**src/rtl/uart_transmitter_pkg.sv**
```systemverilog
// Shared UART transmit/receive definitions.
// FSM state type and bit-period helper.
`ifndef BAUD_RATE
`define BAUD_RATE 115_200
`endif

package uart_transmitter_pkg;

  typedef enum logic [1:0] {
    IDLE,
    START,
    DATA,
    STOP
  } UartTxState_t;

  // Clocks per bit, rounded to nearest.
  function automatic int calc_bit_cycles(
    input int clk_hz,
    input int baud
  );
    return (clk_hz + baud / 2) / baud;
  endfunction

endpackage

```
**src/rtl/uart_tx_fifo.sv**
```systemverilog
// Synchronous byte FIFO for the UART transmitter.
// Ports: push/din in, pop/dout out, full, empty, count.
module uart_tx_fifo #(
  parameter int Depth = 16
) (
  input  logic                         clk,
  input  logic                         rst_n,
  input  logic                         push,
  input  logic                         pop,
  input  logic [7:0]                   din,
  output logic [7:0]                   dout,
  output logic                         full,
  output logic                         empty,
  output logic [$clog2(Depth+1)-1:0]   count
);

  localparam int PtrW = $clog2(Depth);
  localparam int CntW = $clog2(Depth + 1);

  logic [7:0]      mem [Depth];
  logic [PtrW-1:0] wr_ptr;
  logic [PtrW-1:0] rd_ptr;
  logic            do_push;
  logic            do_pop;

  assign full    = (count == CntW'(Depth));
  assign empty   = (count == '0);
  assign do_push = push && !full;
  assign do_pop  = pop && !empty;
  assign dout    = mem[rd_ptr];

  always_ff @(posedge clk) begin
    if (do_push) mem[wr_ptr] <= din;
  end

  always_ff @(posedge clk or negedge rst_n) begin
    if (!rst_n) begin
      wr_ptr <= '0;
      rd_ptr <= '0;
      count  <= '0;
    end else begin
      if (do_push) wr_ptr <= wr_ptr + PtrW'(1);
      if (do_pop)  rd_ptr <= rd_ptr + PtrW'(1);
      unique case ({do_push, do_pop})
        2'b10:   count <= count + CntW'(1);
        2'b01:   count <= count - CntW'(1);
        default: count <= count;
      endcase
    end
  end

endmodule

```
**src/rtl/uart_transmitter.sv**
```systemverilog
// 8N1 UART transmitter fed by a byte FIFO.
// Ports: wrEn/wrData in; full, count, overflow, busy, TxD out.
module uart_transmitter
  import uart_transmitter_pkg::*;
#(
  parameter int ClkFrequency = 100_000_000,
  parameter int Baud         = `BAUD_RATE,
  parameter int FifoDepth    = 16
) (
  input  logic                             clk,
  input  logic                             rst,
  input  logic                             wrEn,
  input  logic [7:0]                       wrData,
  output logic                             full,
  output logic [$clog2(FifoDepth+1)-1:0]   count,
  output logic                             overflow,
  output logic                             busy,
  output logic                             TxD
);

  localparam int BitCycles =
    calc_bit_cycles(ClkFrequency, Baud);
  localparam int BcW =
    (BitCycles > 1) ? $clog2(BitCycles) : 1;
  localparam logic [BcW-1:0] BitLast =
    BcW'(BitCycles - 1);

  localparam logic [1:0] S_IDLE  = IDLE;
  localparam logic [1:0] S_START = START;
  localparam logic [1:0] S_DATA  = DATA;
  localparam logic [1:0] S_STOP  = STOP;

  logic [1:0]     state;
  logic [BcW-1:0] bit_cnt;
  logic [2:0]     bit_idx;
  logic [7:0]     shift;
  logic [7:0]     head;
  logic           empty;
  logic           bit_end;
  logic           pop;
  logic           push;

  assign bit_end = (bit_cnt == BitLast);
  assign push    = wrEn && !full;
  // Fetch next byte from IDLE, or straight
  // from the last STOP clock for gapless frames.
  assign pop = !empty &&
    ((state == S_IDLE) ||
     ((state == S_STOP) && bit_end));
  assign busy = (state != S_IDLE) || (count != '0);

  uart_tx_fifo #(
    .Depth (FifoDepth)
  ) u_fifo (
    .clk   (clk),
    .rst_n (rst),
    .push  (push),
    .pop   (pop),
    .din   (wrData),
    .dout  (head),
    .full  (full),
    .empty (empty),
    .count (count)
  );

  // A drop is recorded even if a pop frees
  // a slot on the same edge.
  always_ff @(posedge clk or negedge rst) begin
    if (!rst) overflow <= 1'b0;
    else if (wrEn && full) overflow <= 1'b1;
  end

  always_ff @(posedge clk or negedge rst) begin
    if (!rst) begin
      state   <= S_IDLE;
      bit_cnt <= '0;
      bit_idx <= '0;
      shift   <= '0;
      TxD     <= 1'b1;
    end else begin
      unique case (state)
        S_IDLE: begin
          if (pop) begin
            shift   <= head;
            bit_cnt <= '0;
            state   <= S_START;
            TxD     <= 1'b0;
          end
        end
        S_START: begin
          if (bit_end) begin
            bit_cnt <= '0;
            bit_idx <= '0;
            state   <= S_DATA;
            TxD     <= shift[0];
          end else begin
            bit_cnt <= bit_cnt + BcW'(1);
          end
        end
        S_DATA: begin
          if (bit_end) begin
            bit_cnt <= '0;
            shift   <= {1'b0, shift[7:1]};
            bit_idx <= bit_idx + 3'd1;
            if (bit_idx == 3'd7) begin
              state <= S_STOP;
              TxD   <= 1'b1;
            end else begin
              TxD <= shift[1];
            end
          end else begin
            bit_cnt <= bit_cnt + BcW'(1);
          end
        end
        S_STOP: begin
          if (bit_end) begin
            bit_cnt <= '0;
            if (pop) begin
              shift <= head;
              state <= S_START;
              TxD   <= 1'b0;
            end else begin
              state <= S_IDLE;
            end
          end else begin
            bit_cnt <= bit_cnt + BcW'(1);
          end
        end
        default: state <= S_IDLE;
      endcase
    end
  end

endmodule

```
**config.mk**
```make
export PLATFORM = sky130hd
export DESIGN_NAME = uart_transmitter
export DESIGN_NICKNAME = d
export VERILOG_FILES = /design/src/rtl/uart_transmitter_pkg.sv /design/src/rtl/uart_tx_fifo.sv /design/src/rtl/uart_transmitter.sv
export SDC_FILE = /design/constraint.sdc
export NUM_CORES = 1
export LEC_CHECK = 0
export CAP_MARGIN = 30
export CORE_ASPECT_RATIO = 1.25
export CORE_MARGIN = 3
export CORE_UTILIZATION = 61
export DETAILED_ROUTE_END_ITERATION = 10
export PLACE_DENSITY = 0.79
export SETUP_SLACK_MARGIN = 0.2
export SLEW_MARGIN = 30
export SYNTH_ARGS = -nofsm -noshare
export SYNTH_HDL_FRONTEND = slang
export SYNTH_SLANG_ARGS = --single-unit
export TNS_END_PERCENT = 10
```
**constraint.sdc**
```tcl
create_clock -name clk -period 4.2 [get_ports clk]
set_clock_uncertainty 0.1 [all_clocks]
set_input_delay 0.84 -clock clk [delete_from_list [all_inputs] [get_ports clk]]
set_output_delay 0.84 -clock clk [all_outputs]
set_load 0.005 [all_outputs]
```
Yosys cells after proc, flatten, opt, wreduce, memory -nomap -nowiden
Memory sizes are Yosys's and may differ from the RTL's.
Cells that the tools add are included.
{"block": "op_classes", "n_mux": 26, "magnitude_cmp": 0, "div_mod_pow": 0, "n_mul": 0, "n_shift": 0, "add_sub_neg": 6, "n_eq_ne": 13, "reduce_logical": 22, "bitwise": 0}
{"operator": "8-bit two-way mux", "n": 3}
{"operator": "8-bit one-hot mux with 3 select lines", "n": 1}
{"operator": "10-bit two-way mux", "n": 2}
{"operator": "10-bit one-hot mux with 2 select lines", "n": 1}
{"operator": "10-bit by 1-bit adder with 10-bit output (second input constant)", "n": 1}
{"operator": "10-bit == test (second input constant)", "n": 1}
{"operator": "2-bit two-way mux", "n": 5}
{"operator": "5-bit one-hot mux with 2 select lines", "n": 1}
{"operator": "3-bit AND reduction", "n": 3}
{"operator": "4-bit by 1-bit adder with 4-bit output (second input constant)", "n": 2}
{"operator": "1-bit two-way mux", "n": 8}
{"operator": "2-bit != test (second input constant)", "n": 4}
{"operator": "2-bit one-hot mux with 4 select lines", "n": 1}
{"operator": "2-bit == test (second input constant)", "n": 3}
{"operator": "1-bit logical AND", "n": 6}
{"operator": "3-bit two-way mux", "n": 2}
{"operator": "3-bit one-hot mux with 2 select lines", "n": 1}
{"operator": "2-bit nonzero test", "n": 3}
{"operator": "5-bit by 1-bit adder with 5-bit output (second input constant)", "n": 1}
{"operator": "5-bit == test (second input constant)", "n": 1}
{"operator": "5-bit logical NOT", "n": 1}
{"operator": "5-bit AND reduction", "n": 1}
{"operator": "5-bit nonzero test", "n": 1}
{"operator": "5-bit by 1-bit subtractor with 5-bit output (second input constant)", "n": 1}
{"operator": "other kinds (10)", "n": 13}
{"block": "word_totals", "memories": 1, "ff_bits": 38, "mem_bits_ro": 0, "out_inout_bits": 9, "latch_bits": 0, "elab_cells": 77, "ramBits": 128, "inputBits": 11}
{"memory": "u_fifo.mem", "depth": 16, "width": 8, "rd": 1, "rd_clocked_by_memory_dff": 0, "wr": 1, "line": "uart_tx_fifo.sv:20", "text": "logic [7:0] mem [Depth];"}

Depth between registers and ports, before layout
{"block": "logic_depth", "ltp_word": 7, "mapped_depth": 14, "depth_no_buf": 12}

Modules after synthesis
From an unflattened synthesis, not the netlist that was laid out.
{"block": "hier_totals", "cells_unflattened": 471, "hier_area_um2": 7230.7}
{"mod": "uart_tx_fifo", "instances": 1, "cells_per_inst": 332, "area_per_inst_um2": 5779.3}
{"mod": "uart_transmitter", "instances": 1, "cells_per_inst": 139, "area_per_inst_um2": 1451.4}

Least setup slack after synthesis
OpenSTA, ideal clock, no wires.
{"block": "synth_timing", "path_kind": "register to register", "start": "reg bit_cnt[0]", "end": "reg u_fifo.count[4]", "required_time_ps": 3973, "synth_period_minus_slack_ps": 3439, "path_stages_with_launch": 14, "setup_slack_ps": 761, "arrival_time_ps": 3213, "cell_sequence": "dfrtp_1 -> ha_1 -> or4b_1 -> buf_2 -> nor4_1 -> o21a_1 -> ha_1 -> xor2_1 -> ha_1 -> o21a_1 -> o221a_2 -> o21ai_0 -> or3b_2 -> xnor2_1"}
{"block": "synth_via", "elab_chain_cells": 7, "word_cells_on_any_way": 9}
{"element": "from (decl)", "line": "uart_transmitter.sv:34", "text": "logic [BcW-1:0] bit_cnt;"}
{"element": "from (signal assigned)", "line": "uart_transmitter.sv:97", "text": "bit_cnt <= bit_cnt + BcW'(1);"}
{"element": "from (signal assigned)", "line": "uart_transmitter.sv:112", "text": "bit_cnt <= bit_cnt + BcW'(1);"}
{"element": "from (signal assigned)", "line": "uart_transmitter.sv:126", "text": "bit_cnt <= bit_cnt + BcW'(1);"}
{"element": "10-bit == test (*)", "line": "uart_transmitter.sv:43", "text": "assign bit_end = (bit_cnt == BitLast);"}
{"element": "1-bit logical AND (*)", "line": "uart_transmitter.sv:49", "text": "((state == S_STOP) && bit_end));"}
{"element": "1-bit logical OR (*)", "line": "uart_transmitter.sv:48", "text": "((state == S_IDLE) ||"}
{"element": "1-bit logical AND (*)", "line": "uart_transmitter.sv:47", "text": "assign pop = !empty &&"}
{"element": "1-bit logical AND (*)", "line": "uart_tx_fifo.sv:29", "text": "assign do_pop = pop && !empty;"}
{"element": "named net u_fifo.do_pop", "line": "uart_tx_fifo.sv:24", "text": "logic do_pop;"}
{"element": "2-bit by 1-bit == test with 1-bit output or 2-bit == test (tied branches)", "line": "uart_tx_fifo.sv:44", "text": "unique case ({do_push, do_pop})"}
{"element": "5-bit one-hot mux with 2 select lines or 2-bit nonzero test (tied branches)"}
{"element": "to (signal assigned)", "line": "uart_tx_fifo.sv:45", "text": "2'b10: count <= count + CntW'(1);"}
{"element": "to (signal assigned)", "line": "uart_tx_fifo.sv:46", "text": "2'b01: count <= count - CntW'(1);"}
{"element": "to (signal assigned)", "line": "uart_tx_fifo.sv:47", "text": "default: count <= count;"}
{"element": "to (decl)", "line": "uart_tx_fifo.sv:14", "text": "output logic [$clog2(Depth+1)-1:0] count"}
Mark *: on every way through the listed nets, which the timed path passes. The rest lies on a longest branch.
A chain may end at the register's enable or synchronous reset.

Worst setup path after layout
Same ends and word-level chain as after synthesis.

==> results.env <==
STATUS='completed'
SYNTH_TOP_CELL_AREA_SHARE_PCT=53.94
WORSTSKEWPAIRLATENCY_NS=0.42
SYNTH_TOP_FLOP_CELL='sky130_fd_sc_hd__edfxtp_1'
POST_DRT_VIA_CELL_RATIO=6.429
CRITPATHMAXSTAGEDELAY_NS=0.58
DRT_DRC_VIOLATIONS_LEFT=0
POSTSYNTH.ASYNCRESETSHARE_PCT=22.89
SETUP_TNS_NS=0
SYNTH_TOP_AREA_CELL='sky130_fd_sc_hd__edfxtp_1'
SYNTH_CELL_TYPE_COUNT=55
REQ_TIME_CRIT_PATH_NS=4.40
HOLD-PATH-CELL-COUNT=1
WORST_HOLD_PATH_TYPE='flip-flop to flip-flop'
CLOCKBUFFERDEPTH=2
INITIAL_STANDARD_CELL_UTILIZATION_OF_THE_CORE_PCT=63.37
FINAL_HOLD_VIOL_COUNT=0
GRT_MAX_DEGREE=39
FINAL_MIN_PERIOD_OVER_CLOCK_PERIOD_PCT=90.35
DIE_Y_UM=126.8
NUMBER_OF_ANTENNA_VIOLATIONS_AT_THE_FIRST_CHECK_IN_GLOBAL_ROUTING=0
GP_ROUTABILITY_CONGESTION=0.8503
REG2REGPATHDEPTH=12
SYNTH_NETS=506
WORST_PATH_CELL_CHAIN='ha_1 -> or4b_1 -> nor4_2 -> o21a_1 -> ha_1 -> xor2_1 -> ha_1 -> o21a_1 -> o221a_2 -> o21ai_0 -> or3b_2 -> xnor2_1'
CTS_TREE='yes'
NUMCLOCKSINKS=166
RELSLEWSLACK_PCT=39.47
STARTPOINT_OF_THE_MOST_CRITICAL_REGISTER_TO_REGISTER_PATH='bit_cnt[0]$_DFFE_PN0P_'
REPORT.FINAL.SLEW_VIOL_COUNT=0
CTS.ROOT.BUFFER_CELL='sky130_fd_sc_hd__clkbuf_16'
WORST_SETUP_PATH_END_KIND='flip-flop'
WORSTSETUPSTARTPOINTTYPE='flip-flop'
CTS.HTREE.LEVELS=4
PLACE.PORT_BUFFERS=19
P_TOTAL_mW=5.478
SYNTH_AREA_UM2=7126
GRT_PASS1_VIAS=4261
AVGSYNTHCELLAREA_UM2=14.88
RSZ0062_AT_GRT='no'
WL_PER_CELL_UM=22.14
SYNTH-EDFF-COUNT=128
TIMING.CRITICAL_PATH.SLOWEST_STAGE_CELL='sky130_fd_sc_hd__or4b_1'
TIMING_WORST_SLEW_PIN_VALUE_NS=0.9046
FIRST_PASS_ITERS=5
WL_UM=14390
DIE_OUTLINE_AREA_UM2=13020
CPLARGESTDELAYFAMILY='simple AND/OR/NAND/NOR gates'
SYNTH_SEQ_AREA_SHARE_PCT=67.30
PATH_CLASS='flip-flop to flip-flop'
FINAL_PERIOD_MINUS_WORST_SETUP_SLACK_NS=3.795
MAX_CLOCK_FREQ_MHz=263.5
WORST_PATH_MOST_REPEATED_CELL='sky130_fd_sc_hd__ha_1'
DRT.ANTENNA.VIOLATING_NETS=0
FINAL_NETS=529
SYNTH_WARNINGS=0
DETAILED_PLACE.AREA_UM2=7442
FIRST_ITER_VIOLATIONS=270
GLOBAL_ROUTE_WIRE_LENGTH_BEFORE_REPAIR_UM=23130
GR-USAGE-ALL-LAYERS_PCT=24.07
SYNTH.FF_LATCH_COUNT=166
PLACE.DETAILED.HPWL_UM=8987
WORSTHOLDENDPOINT='overflow$_DFFE_PN0P_'
R2R_END='u_fifo.count[4]$_DFFE_PN0P_'
R2R_SETUP_SLACK_NS=0.41
INSERTEDDIODECOUNT=0
IOS=20
CTS_MADE_BUFFERS=17
SETUP_VIOLATIONS=0
MOST-COMMON-LAYOUT-CELLS='128 x sky130_fd_sc_hd__edfxtp_1, 39 x sky130_fd_sc_hd__nand2_1, 36 x sky130_fd_sc_hd__dfrtp_1, 26 x sky130_fd_sc_hd__mux2i_1, 24 x sky130_fd_sc_hd__nor2_1'
VIA_COUNT=4179
CRIT_BUF_INV=0
GLOBAL_ROUTE.OVERFLOW_TOTAL=0
FP.COREAREA_UM2=11240
WORSTPATHARRIVAL_NS=4.00
CP_MAX_FO=6
CTS_SETUP_BUFFERS=0
SYN_TO_FINAL_GROWTH_PCT=12.17
MAXCAPVIOLCOUNT=0
DIE_W_UM=102.7
POWER.DENSITY_nW_PER_UM2=685.4
POST_ROUTE_STANDARD_CELL_AREA_EXCLUDING_FILLERS_UM2=7993
ROW_COUNT=43
MOSTFREQUENTLAYOUTCELL='sky130_fd_sc_hd__edfxtp_1'
WHS_NS=0.3591
CLK_PIN_SLEW_WORST_PATHS_NS=0.06
LAYOUT-DRIVE-GT1-SHARE_PCT=13.01
SYNTH_AREA_LEADERS='sky130_fd_sc_hd__edfxtp_1 54%, sky130_fd_sc_hd__dfrtp_1 13%, sky130_fd_sc_hd__mux4_2 5.7%, sky130_fd_sc_hd__mux2i_1 3.7%, sky130_fd_sc_hd__ha_1 2.8%'
WORST_HOLD_STARTPOINT='overflow$_DFFE_PN0P_'
PEAKVDDDROP_V=0.0003046
NETLIST_INSTANCES=479
POWER.STATIC_LEAKAGE_nW=2.800
Yosys cell counts (3+ instances only):
cell type	number
sky130_fd_sc_hd__nor4_1	6
sky130_fd_sc_hd__a31oi_1	8
sky130_fd_sc_hd__nand2b_1	7
sky130_fd_sc_hd__nor3_1	7
sky130_fd_sc_hd__xnor2_1	8
sky130_fd_sc_hd__edfxtp_1	128
sky130_fd_sc_hd__mux2i_1	26
sky130_fd_sc_hd__a211oi_1	4
sky130_fd_sc_hd__nor2_1	25
sky130_fd_sc_hd__mux2_2	3
sky130_fd_sc_hd__o31ai_1	5
sky130_fd_sc_hd__buf_2	4
sky130_fd_sc_hd__clkbuf_1	16
sky130_fd_sc_hd__o221ai_1	3
sky130_fd_sc_hd__and3_1	4
sky130_fd_sc_hd__nor2b_1	9
sky130_fd_sc_hd__a22oi_1	10
sky130_fd_sc_hd__inv_1	11
sky130_fd_sc_hd__nand3_1	12
sky130_fd_sc_hd__o22ai_1	6
sky130_fd_sc_hd__nand4_1	3
sky130_fd_sc_hd__nor3b_1	3
sky130_fd_sc_hd__ha_1	16
sky130_fd_sc_hd__xor2_1	4
sky130_fd_sc_hd__a21oi_1	4
sky130_fd_sc_hd__o22a_1	4
sky130_fd_sc_hd__o21a_1	3
sky130_fd_sc_hd__o21ai_0	19
sky130_fd_sc_hd__dfrtp_1	37
sky130_fd_sc_hd__nand2_1	39
sky130_fd_sc_hd__mux4_2	18
worst max-delay path by stage:
| stage | startpoint | to | slack (ns) | depth (start not counted) |
|---|---|---|---|---|
| 2_1_floorplan | bit_cnt[0]$_DFFE_PN0P_ | u_fifo.count[4]$_DFFE_PN0P_ | 0.76 | 13 |
| 3_3_place_gp | bit_cnt[0]$_DFFE_PN0P_ | u_fifo.count[4]$_DFFE_PN0P_ | 0.49 | 12 |
| 3_5_place_dp | bit_cnt[0]$_DFFE_PN0P_ | u_fifo.count[4]$_DFFE_PN0P_ | 0.38 | 12 |
| 4_1_cts | bit_cnt[0]$_DFFE_PN0P_ | u_fifo.count[4]$_DFFE_PN0P_ | 0.38 | 12 |
| 5_1_grt | bit_cnt[0]$_DFFE_PN0P_ | u_fifo.count[4]$_DFFE_PN0P_ | 0.21 | 12 |
| 6_report | bit_cnt[0]$_DFFE_PN0P_ | u_fifo.count[4]$_DFFE_PN0P_ | 0.41 | 12 |
timing repair:
action                     4_1_cts  5_1_grt
resized for setup                0        1
hold buffers                     0        0
setup endpoints to repair        0        1
final cells by class:
class | count | area, um^2
flip-flops and latches | 166 | 4797
well taps | 135 | 168.9
multi-input cells | 279 | 2198
clock inverters | 12 | 105.1
repair buffers | 27 | 245.2
clock buffers | 20 | 436.7
inverters | 11 | 41.29
fillers | 696 | 3252
layer usage:
layer	vias to the layer above	track usage [%]	share of wire, %
li1	1897	-	-
met1	2098	30.34	38
met2	151	40.68	54
met3	33	5.776	5.2
met4	0	8.185	2.6
met5	-	0	0
worst register-to-register path, cell delays in order, from the launching register on:
cell and delay (ns):
sky130_fd_sc_hd__dfrtp_1 0.41, sky130_fd_sc_hd__ha_1 0.25, sky130_fd_sc_hd__or4b_1 0.58, sky130_fd_sc_hd__nor4_2 0.35, sky130_fd_sc_hd__o21a_1 0.30, sky130_fd_sc_hd__ha_1 0.24, sky130_fd_sc_hd__xor2_1 0.08, sky130_fd_sc_hd__ha_1 0.21
sky130_fd_sc_hd__o21a_1 0.18, sky130_fd_sc_hd__o221a_2 0.27, sky130_fd_sc_hd__o21ai_0 0.12, sky130_fd_sc_hd__or3b_2 0.46, sky130_fd_sc_hd__xnor2_1 0.13
registers in the layout (all words and copies together), names as in the netlist:
register and cells:
state 2, TxD 1, overflow 1, shift 8, u_fifo.rd_ptr 4, u_fifo.wr_ptr 4
bit_idx 3, u_fifo.count 5, u_fifo.mem 128, bit_cnt 10
power by group:
part	total [mW]	switching [mW]	internal [mW]
clock network	1.43	0.616	0.813
registers	2.34	0.301	2.04
logic	1.71	0.927	0.780
total	5.48	1.84	3.63
per-stage QoR:
| stage | util (%) | cells | setup WS [ns] |
|---|---|---|---|
| floorplan | - | 479 | 0.7608 |
| global placement | 66.18 | 618 | 0.4851 |
| detailed placement | 66.18 | 618 | 0.3823 |
| CTS | 71.00 | 650 | 0.3771 |
| global route | 71.08 | 650 | 0.2149 |
| finish | 71.08 | 650 | 0.4053 |
kinds of logic (layout without fill, tap and decap cells):
kind of cell / Yosys count / in the layout / share of synthesized area (%)
fa+ha+maj: 16 / 16 / 2.809
xor+xnor: 12 / 12 / 1.475
simple gates: 126 / 126 / 8.885
mux: 47 / 47 / 9.816
flops: 166 / 166 / 67.30
buf+inv: 34 / 70 / 1.967
compound gates: 78 / 78 / 7.744
Power figures use the tool's default switching activity.
